===== src/rtl/ifetch_pkg.sv =====
// Shared types and constants for the instruction fetch stage.
package ifetch_pkg;

    localparam int XLEN   = 32;
    localparam int INST_W = 32;

    localparam logic [XLEN-1:0] PC_INC = XLEN'(4);

    typedef enum logic [1:0] {
        IDLE  = 2'd0,
        RUN   = 2'd1,
        FLUSH = 2'd2
    } state_e;

endpackage


===== src/rtl/ifetch_fifo.sv =====
// Small circular FIFO with push, pop and flush; carries {pc, inst} by default.
module ifetch_fifo import ifetch_pkg::*; #(
    parameter int DEPTH = 2,
    parameter int WIDTH = XLEN + INST_W
) (
    input  logic                   clock,
    input  logic                   resetn,
    input  logic                   flush_i,
    input  logic                   push_i,
    input  logic [WIDTH-1:0]       data_i,
    input  logic                   pop_i,
    output logic [WIDTH-1:0]       data_o,
    output logic [$clog2(DEPTH):0] count_o
);

    localparam int AW = $clog2(DEPTH);
    localparam int CW = AW + 1;

    logic [WIDTH-1:0] mem_q [DEPTH];
    logic [AW-1:0]    wr_ptr_q;
    logic [AW-1:0]    rd_ptr_q;
    logic [CW-1:0]    count_q;

    // DEPTH is a power of two, so the pointers wrap at DEPTH on their own.
    // NOTE: state registers use non-blocking assignments so every flop samples pre-edge values.
    always_ff @(posedge clock or negedge resetn) begin
        if (!resetn) begin
            wr_ptr_q <= '0;
            rd_ptr_q <= '0;
            count_q  <= '0;
        end else if (flush_i) begin
            wr_ptr_q <= '0;
            rd_ptr_q <= '0;
            count_q  <= '0;
        end else begin
            if (push_i) wr_ptr_q <= wr_ptr_q + AW'(1);
            if (pop_i)  rd_ptr_q <= rd_ptr_q + AW'(1);
            count_q <= count_q + CW'(push_i) - CW'(pop_i);
        end
    end

    // NOTE: storage is not reset; the head is forced to zero while empty instead.
    always_ff @(posedge clock) begin
        if (push_i && !flush_i) mem_q[wr_ptr_q] <= data_i;
    end

    assign data_o  = (count_q != '0) ? mem_q[rd_ptr_q] : '0;
    assign count_o = count_q;

endmodule


===== src/rtl/ifetch_unit.sv =====
// IF stage: owns the PC, streams word reads to imem, buffers {pc, inst} for decode.
// Optional `define IFETCH_STATS_EN adds fetch_cnt/redirect_cnt counters.
module ifetch_unit import ifetch_pkg::*; #(
    parameter logic [XLEN-1:0] RESET_PC = 32'h0000_0000,
    parameter int              DEPTH    = 2
) (
    input  logic              clock,
    input  logic              resetn,
    output logic              imem_req,
    output logic [XLEN-1:0]   imem_addr,
    input  logic              imem_rvalid,
    input  logic [INST_W-1:0] imem_rdata,
    output logic [INST_W-1:0] instOut,
    output logic [XLEN-1:0]   pcOut,
    output logic              inst_valid,
    input  logic              id_ready,
    input  logic              redirect,
    input  logic [XLEN-1:0]   redirect_pc
`ifdef IFETCH_STATS_EN
    ,
    output logic [31:0]       fetch_cnt,
    output logic [31:0]       redirect_cnt
`endif
);

    localparam int             CW      = $clog2(DEPTH) + 1;
    localparam logic [CW:0]    DEPTH_W = (CW+1)'(DEPTH);

    state_e            state_q, state_d;
    logic [XLEN-1:0]   pc_q, pc_d;
    logic [CW-1:0]     kill_q, kill_d;
    logic [CW-1:0]     outstanding;
    logic [CW-1:0]     fifo_count;
    logic [CW-1:0]     pending;
    logic [CW:0]       in_use;
    logic [XLEN-1:0]   rsp_pc;
    logic [XLEN+INST_W-1:0] head;
    logic              issue, rsp_accept, rsp_drop, pop;
    logic              unused_pc_lsb;

    assign unused_pc_lsb = ^redirect_pc[1:0];

    assign inst_valid = (fifo_count != '0);
    assign pop        = inst_valid && id_ready && !redirect;
    assign pending    = kill_q + outstanding;
    assign rsp_drop   = imem_rvalid && (pending != '0);
    // A slot freed by this cycle's pop is reusable at once, which sustains one fetch per cycle.
    assign in_use     = {1'b0, outstanding} + {1'b0, fifo_count} - {{CW{1'b0}}, pop};

    always_comb begin
        // NOTE: every output of this block gets a default first so no path infers a latch.
        state_d    = state_q;
        pc_d       = pc_q;
        kill_d     = kill_q;
        issue      = 1'b0;
        rsp_accept = 1'b0;
        case (state_q)
            RUN: if (!redirect) begin
                issue      = (in_use < DEPTH_W);
                rsp_accept = imem_rvalid && (outstanding != '0);
            end
            FLUSH: if (!redirect && imem_rvalid && (kill_q != '0)) kill_d = kill_q - CW'(1);
            default: ;
        endcase
        if (redirect) begin
            pc_d   = {redirect_pc[XLEN-1:2], 2'b00};
            kill_d = pending - CW'(rsp_drop);
        end else if (issue) begin
            pc_d = pc_q + PC_INC;
        end
        if (state_q == IDLE) state_d = RUN;
        else                 state_d = (kill_d != '0) ? FLUSH : RUN;
    end

    always_ff @(posedge clock or negedge resetn) begin
        if (!resetn) begin
            state_q <= IDLE;
            pc_q    <= RESET_PC;
            kill_q  <= '0;
        end else begin
            state_q <= state_d;
            pc_q    <= pc_d;
            kill_q  <= kill_d;
        end
    end

    assign imem_req  = issue;
    assign imem_addr = pc_q;

    // Request PCs in issue order; its occupancy is the live outstanding count.
    ifetch_fifo #(.DEPTH(DEPTH), .WIDTH(XLEN)) u_pc_queue (
        .clock   (clock),
        .resetn  (resetn),
        .flush_i (redirect),
        .push_i  (issue),
        .data_i  (pc_q),
        .pop_i   (rsp_accept),
        .data_o  (rsp_pc),
        .count_o (outstanding)
    );

    ifetch_fifo #(.DEPTH(DEPTH), .WIDTH(XLEN + INST_W)) u_inst_fifo (
        .clock   (clock),
        .resetn  (resetn),
        .flush_i (redirect),
        .push_i  (rsp_accept),
        .data_i  ({rsp_pc, imem_rdata}),
        .pop_i   (pop),
        .data_o  (head),
        .count_o (fifo_count)
    );

    assign instOut = head[INST_W-1:0];
    assign pcOut   = head[XLEN+INST_W-1:INST_W];

`ifdef IFETCH_STATS_EN
    logic [31:0] fetch_cnt_q, redirect_cnt_q;

    always_ff @(posedge clock or negedge resetn) begin
        if (!resetn) begin
            fetch_cnt_q    <= '0;
            redirect_cnt_q <= '0;
        end else begin
            fetch_cnt_q    <= fetch_cnt_q + 32'(pop);
            redirect_cnt_q <= redirect_cnt_q + 32'(redirect);
        end
    end

    assign fetch_cnt    = fetch_cnt_q;
    assign redirect_cnt = redirect_cnt_q;
`endif

    rsp_expected_a: assert property (@(posedge clock) disable iff (!resetn)
        imem_rvalid |-> (pending != '0));

endmodule


===== config.mk =====
export PLATFORM = sky130hd
export DESIGN_NAME = ifetch_unit
export DESIGN_NICKNAME = d
export VERILOG_FILES = /design/src/rtl/ifetch_pkg.sv /design/src/rtl/ifetch_fifo.sv /design/src/rtl/ifetch_unit.sv
export SDC_FILE = /design/constraint.sdc
export NUM_CORES = 1
export LEC_CHECK = 0
export BUFFER_PORTS_ARGS = -buffer_cell sky130_fd_sc_hd__buf_2
export CORE_MARGIN = 2
export CORE_UTILIZATION = 55
export CTS_BUF_LIST = sky130_fd_sc_hd__clkbuf_8
export CTS_CLUSTER_DIAMETER = 60
export DETAILED_ROUTE_END_ITERATION = 16
export PLACE_DENSITY = 0.87
export SLEW_MARGIN = 25
export SYNTH_ARGS = -nofsm -noshare
export SYNTH_HDL_FRONTEND = slang
export SYNTH_SLANG_ARGS = --single-unit

===== constraint.sdc =====
create_clock -name clock -period 9.35 [get_ports clock]
set_clock_uncertainty 0.1 [all_clocks]
set_input_delay 0.4675 -clock clock [delete_from_list [all_inputs] [get_ports clock]]
set_output_delay 0.4675 -clock clock [all_outputs]
set_load 0.05 [all_outputs]

; ---- Word level (Yosys, flattened, before mapping)
; Memories as Yosys holds them, arrays and structs flattened.
; Cells that the tools add are included.
[totals]
output_inout_bits = 98
ramBits = 192
inputBits = 69
n_memories = 2
regBits = 44
wordCells = 73
[mem_list]
columns = name, words, width, rd, rd_clocked_by_memory_dff, write_ports, line_no
row1 = u_inst_fifo.mem_q, 2, 64, 1, 0, 1, ifetch_fifo.sv:19  ; logic [WIDTH-1:0] mem_q [DEPTH];
row2 = u_pc_queue.mem_q, 2, 32, 1, 0, 1, ifetch_fifo.sv:19
[classes]
n_reduce_logical = 18
n_mux = 27
eq_ne = 2
addsub = 14
magnitude_cmp = 1
[ops]
columns = op, count
row1 = 32-bit two-way mux, 3
row2 = 64-bit two-way mux, 1
row3 = 32-bit by 3-bit adder with 32-bit output (second input constant), 1
row4 = 1-bit two-way mux, 16
row5 = 2-bit nonzero test, 8
row6 = 2-bit two-way mux, 7
row7 = 1-bit logical AND, 8
row8 = 2-bit by 1-bit subtractor with 2-bit output, 3
row9 = 1-bit adder (second input constant), 4
row10 = 2-bit by 1-bit adder with 2-bit output, 2
row11 = 2-bit by 2-bit adder with 3-bit output, 1
row12 = 3-bit by 2-bit < comparator with 1-bit output (second input constant), 1
row13 = 3-bit by 1-bit subtractor with 3-bit output, 1
row14 = 2-bit adder, 1
row15 = 2-bit by 1-bit equality test with 1-bit output (second input constant), 1
row16 = 2-bit equality test (second input constant), 1
row17 = 2-bit zero test, 1
row18 = 2-bit by 1-bit subtractor with 2-bit output (second input constant), 1
row19 = 1-bit zero test, 1

; ---- Longest topological paths before layout
[depth]
word_depth = 10
depth_mapped = 15
depth_no_buf = 14

; ---- Hierarchy
; Synthesis repeated with hierarchy kept, for this count alone.
[hier_totals]
hier_cells = 700
hier_area_um2 = 10090.9
[by_module_without_submodules]
columns = mod, area_each_um2, cells_per_inst, instances, seq_area_each_um2
row1 = ifetch_fifo (u_inst_fifo), 5061.1, 287, 1, 3943.8
row2 = ifetch_fifo (u_pc_queue), 2661.3, 153, 1, 2021.9
row3 = ifetch_unit, 2368.5, 260, 1, 850.8

; ---- Worst setup path before layout
; OpenSTA, ideal clock, no wires.
[synth_timing]
path_type = in2reg
start = in redirect
end = mem u_inst_fifo.mem_q[0][0] (netlist name) (enable)
setup_time_ps = 492
stages = 3
arrival_ps = 4258
required_ps = 8758
path_buffers = 1
slack_ps = 4501
cell_sequence = clkbuf_1 -> nor4b_1 -> nor2b_1
[synth_between]
elab_chain_len = 5
word_cells_on_any_way = 6
cone_classes = mux: 4 / reduce/logical: 2
[synth_lines]
columns = element, line_no
row1 = "start, declared", ifetch_unit.sv:17  ; input logic redirect,
row2 = 1-bit two-way mux, ifetch_unit.sv:58  ; RUN: if (!redirect) begin
row3 = 1-bit two-way mux, ifetch_unit.sv:57  ; case (state_q)
row4 = 1-bit logical AND (*), ifetch_fifo.sv:44  ; if (push_i && !flush_i) mem_q[wr_ptr_q] <= data_i;
row5 = 1-bit two-way mux (*), ifetch_fifo.sv:44
row6 = 1-bit two-way mux (implied by the code) (*), ifetch_fifo.sv:44
row7 = "end, declared", ifetch_fifo.sv:19
; Every way passes the cells marked *; elsewhere a longest branch is shown, timed or not.

; ---- Worst setup path in the final report
[layout_timing]
start = reg u_inst_fifo.count_q[1] (netlist: u_inst_fifo.count_o[1])
end = out imem_req
[layout_between]
elab_chain_len = 7
word_cells_on_any_way = 8
cone_classes = add/sub: 2 / order compare: 1 / mux: 2 / reduce/logical: 3
[layout_lines]
columns = element, line_no
row1 = "start, declared", ifetch_fifo.sv:22  ; logic [CW-1:0] count_q;
row2 = "start signal, assigned", ifetch_fifo.sv:38  ; count_q <= count_q + CW'(push_i) - CW'(pop_i);
row3 = branches (longest 3 deep; another with 2-bit by 2-bit adder with 3-bit output), --
row4 = 3-bit by 1-bit subtractor with 3-bit output (*), ifetch_unit.sv:48  ; assign in_use = {1'b0, outstanding} + {1'b0, fifo_count} - {{CW{1'b0}}, pop};
row5 = 3-bit by 2-bit < comparator with 1-bit output (*), ifetch_unit.sv:59  ; issue = (in_use < DEPTH_W);
row6 = 1-bit two-way mux (*), ifetch_unit.sv:58
row7 = 1-bit two-way mux (*), ifetch_unit.sv:57
row8 = "end, declared", ifetch_unit.sv:9  ; output logic imem_req,
; Mark *: on every way between the ends.

==> summary.md <==
| Metric | Value |
|---|---|
| Compound-cell area share of the yosys netlist | `0.0508` |
| Most used flip-flop cell after synthesis | `sky130_fd_sc_hd__edfxtp_1` |
| Share of synthesized area occupied by flip-flops and latches | `0.700` |
| Via density per instance | `about 5.5` |
| Synthesis-to-finish area growth | `18.2%` |
| Antenna cell count | `0` |
| Type of the worst setup path | `reg -> out` |
| Largest buffer count on any clock path | `3` |
| Maximum capacitance violations | `0` |
| Top fanout value on the critical path | `64` |
| Leakage | `~4.3 nW` |
| Number of antenna violations at the first check in global routing | `0` |
| Detailed Routing Iterations Pass 1 | `5` |
| Total length of routed wires | `19100 um` |
| Clock period minus final worst setup slack | `about 5.3 ns` |
| Fmax | `189 MHz` |
| Ratio of cells with drive above 1 in the final layout | `0.266` |
| Leftover overflow at the end of global routing | `0` |
| Post-route DRC violation count | `0` |
| Worst hold path class | `in -> reg` |
| Core Util, Final | `0.657` |
| Critical path's top delay family | `buffers and inverters` |
| Critical path cell sequence | `nor2_4 -> buf_4 -> inv_1 -> nand2_1 -> nor2_1 -> ha_1 -> inv_1 -> nand2_1 -> fa_1 -> and4bb_2 -> nand2_1 -> inv_1 -> buf_2` |
| Outcome | `complete, no violations` |
| Synth Area in XOR/XNOR | `0.0120` |
| DIE WIDTH | `roughly 140 um` |
| Worst-Margin Slew | `~0.9 ns` |
| Multiplexer share of the synthesized area | `0.101` |
| Vertical die dimension | `135 um` |
| Buffering stage count on the worst path with inverters included | `5` |
| Cell depth of the worst flop-to-flop path | `15` |
| Via count of the first global-routing pass | `between 6000 and 7000` |
| Number of failing hold endpoints at the final stage | `0` |
| Flops & latches, synth | `about 230` |
| Data required time of the critical path | `between 8 and 9 ns` |
| Synth Cell Area | `9480 sq um` |
| Initial cell density of the core | `0.556` |
| Insertion delay to the later sink of the worst-skew pair | `0.52 ns` |
| Row count | `between 40 and 50` |
| GP Congestion | `0.893` |
| Fin. max-slew vios | `0` |
| Setup total negative slack | `0 ns` |
| Unique masters post-synth | `47` |
| Yosys warning total | `0` |
| Number of instances in the synthesized netlist | `675` |
| Synth Area in Adders | `0.0140` |
| Register clock-pin slew on the reported worst setup and hold paths | `0.06 ns` |
| # nets final | `roughly 930` |
| Delay contributed by the slowest stage of the critical path | `0.74 ns` |
| Basic-gate share of the synthesized area counting and, or, nand and nor cells | `0.0996` |
| Core area | `~17000 sq um` |
| Routed wire length per instance | `between 15 and 20 um` |
| Maximum number of pins on one net before global-route repair | `65` |
| Number of sinks handled by clock tree synthesis | `between 200 and 250` |
| Main combinational cell family by area after synthesis | `multiplexers` |
| Final count of negative-setup-slack endpoints | `0` |
| Clock buffers created by TritonCTS | `36` |
| Area of the die | `between 15000 and 20000 sq um` |
| Total of buffers placed on input and output ports | `~160` |
| Count of flip-flops with a built-in enable after synthesis | `186` |
| Setup repair after global routing missed its margin | `false` |
| Number of DRC violations after detailed-routing iteration 0 | `350` |
| Global-route wire length before repair | `~30000 um` |
| I/O pin count | `167` |
| Number of cells on the worst hold path | `1` |
| Slew headroom | `0.391` |
| Routed via count | `approximately 6100` |
| Category of the worst setup path capture point | `primary output` |
| FILL cells | `1236` |
| Max H-tree Level | `2` |
| Arrival time at the worst endpoint | `4.74 ns` |
| Stages on worst setup path | `13` |
| Per-instance average area after synthesis | `about 14 sq um` |
| Detailed Place HPWL | `approximately 12000 um` |
| Crit-path slowest cell | `sky130_fd_sc_hd__inv_1` |
| Share of the clock period used by the worst path | `0.567` |
| Global-route total usage across every layer | `0.212` |
| Pwr Density | `239 nW/um^2` |
| Number of nets with antenna violations after detailed routing | `0` |
| Buffer type at the clock tree root | `sky130_fd_sc_hd__clkbuf_8` |
| Setup crit start kind | `flip-flop` |
| Maximum ir drop on the vdd rail | `~0.18 mV` |
| Share of flip-flops with an asynchronous set or reset | `0.184` |
| TritonCTS clock tree | `done` |
==> Yosys cell counts (5+ instances only) <==
cell type | n | area [sq um]
sky130_fd_sc_hd__a21oi_1 | 5 | 25.0
sky130_fd_sc_hd__nand4_1 | 13 | 81.3
sky130_fd_sc_hd__ha_1 | 9 | 113
sky130_fd_sc_hd__o311ai_0 | 8 | 70.1
sky130_fd_sc_hd__edfxtp_1 | 186 | 5590
sky130_fd_sc_hd__mux2i_1 | 96 | 961
sky130_fd_sc_hd__buf_1 | 5 | 18.8
sky130_fd_sc_hd__dfrtp_1 | 42 | 1050
sky130_fd_sc_hd__xor2_1 | 5 | 43.8
sky130_fd_sc_hd__and3_1 | 6 | 37.5
sky130_fd_sc_hd__nor2_1 | 116 | 435
sky130_fd_sc_hd__inv_1 | 15 | 56.3
sky130_fd_sc_hd__clkbuf_1 | 26 | 97.6
sky130_fd_sc_hd__nand2_1 | 37 | 139
sky130_fd_sc_hd__o21ai_0 | 19 | 95.1
sky130_fd_sc_hd__o211ai_1 | 11 | 82.6
sky130_fd_sc_hd__nand3_1 | 16 | 80.1
sky130_fd_sc_hd__xnor2_1 | 8 | 70.1
==> logic make-up (layout without fill, tap and decap cells) <==
group / Yosys count / after routing
other: 1 / 4
AO/OA/AOI/OAI: 69 / 69
adder cells (fa/ha/maj): 10 / 10
flip-flops: 228 / 228
buffers and inverters: 51 / 252
multiplexers: 96 / 96
AND/OR/NAND/NOR: 207 / 207
XOR/XNOR: 13 / 13
==> power breakdown <==
part           internal, mW  total [mW]  leakage (nW)  switching (mW)
logic                 0.166       0.578          1.70           0.412
clock network         0.399       0.768         0.377           0.368
registers              1.24        1.33          2.22          0.0961
total                  1.80        2.68          4.29           0.876
==> what timing repair did <==
item,CTS,global route
gates resized for setup,0,0
hold buffers,0,1
setup buffers,0,0
endpoints found under the hold margin,0,42
==> final timing paths <==
check	to	slack [ns]	from
max	imem_req	4.05	u_inst_fifo.count_o[1]
min	u_inst_fifo.mem_q[1][8]	0.05	imem_rdata[8]
max reg2reg	imem_addr[31]	4.46	u_inst_fifo.count_o[1]
min reg2reg	state_q[0]	0.45	state_q[1]
max in group asynchronous	u_inst_fifo.rd_ptr_q	8.36	resetn
min in group asynchronous	u_pc_queue.count_o[0]	0.38	resetn
==> cell type report <==
class | instances | area (sq um) | area share
repair buffers | 172 | 895 | 0.0798
inverters | 15 | 56.3 | 0.00502
well taps | 225 | 282 | 0.0251
multi-input cells | 399 | 2680 | 0.239
clock inverters | 28 | 151 | 0.0135
flip-flops and latches | 228 | 6640 | 0.592
clock buffers | 37 | 509 | 0.0454
==> metal layers <==
metal | global-route usage | wire length (um) | part of all wire | up-vias
met4 | 0.0793 | 382 | 0.020 | 0
met1 | 0.271 | 7660 | 0.40 | 2945
met5 | 0 | 0 | 0 | -
met2 | 0.354 | 9370 | 0.49 | 278
met3 | 0.0531 | 1670 | 0.087 | 36
li1 | - | - | - | 2846
==> stage by stage <==
stage / power [mW] / hold WS (ns) / cells / setup slack [ns] / cell area [sq um]
CTS: 2.70 / 0.00863 / 1103 / 4.03 / 11200
global placement: 1.90 / 0.425 / 1038 / 4.58 / 10500
floorplan: 1.75 / 0.0719 / 678 / 4.50 / 9490
finish: 2.68 / 0.0459 / 1104 / 4.05 / 11200
detailed placement: 1.93 / 0.442 / 1038 / 4.51 / 10500
global route: 2.80 / 0.0131 / 1104 / 3.60 / 11200
==> layout by cell type, fill, tap and decap left out, types with 9 or more instances in the layout <==
cell type,n
sky130_fd_sc_hd__dfrtp_1,41
sky130_fd_sc_hd__clkinv_2,10
sky130_fd_sc_hd__inv_1,24
sky130_fd_sc_hd__buf_2,161
sky130_fd_sc_hd__nand2_1,37
sky130_fd_sc_hd__nor2_1,113
sky130_fd_sc_hd__ha_1,9
sky130_fd_sc_hd__o211ai_1,11
sky130_fd_sc_hd__nand3_1,16
sky130_fd_sc_hd__clkbuf_8,37
sky130_fd_sc_hd__nand4_1,13
sky130_fd_sc_hd__buf_4,9
sky130_fd_sc_hd__o21ai_0,19
sky130_fd_sc_hd__mux2i_1,96
sky130_fd_sc_hd__edfxtp_1,186
==> sequential cells by signal (all words and copies together), names as in the netlist <==
register	flops
u_inst_fifo.mem_q	126
u_pc_queue.mem_q	60
imem_addr	30
kill_q	2
state_q	2
u_inst_fifo.count_o	2
u_pc_queue.count_o	2
u_inst_fifo.rd_ptr_q	1
u_inst_fifo.wr_ptr_q	1
u_pc_queue.rd_ptr_q	1
u_pc_queue.wr_ptr_q	1
Power figures use the tool's default switching activity.
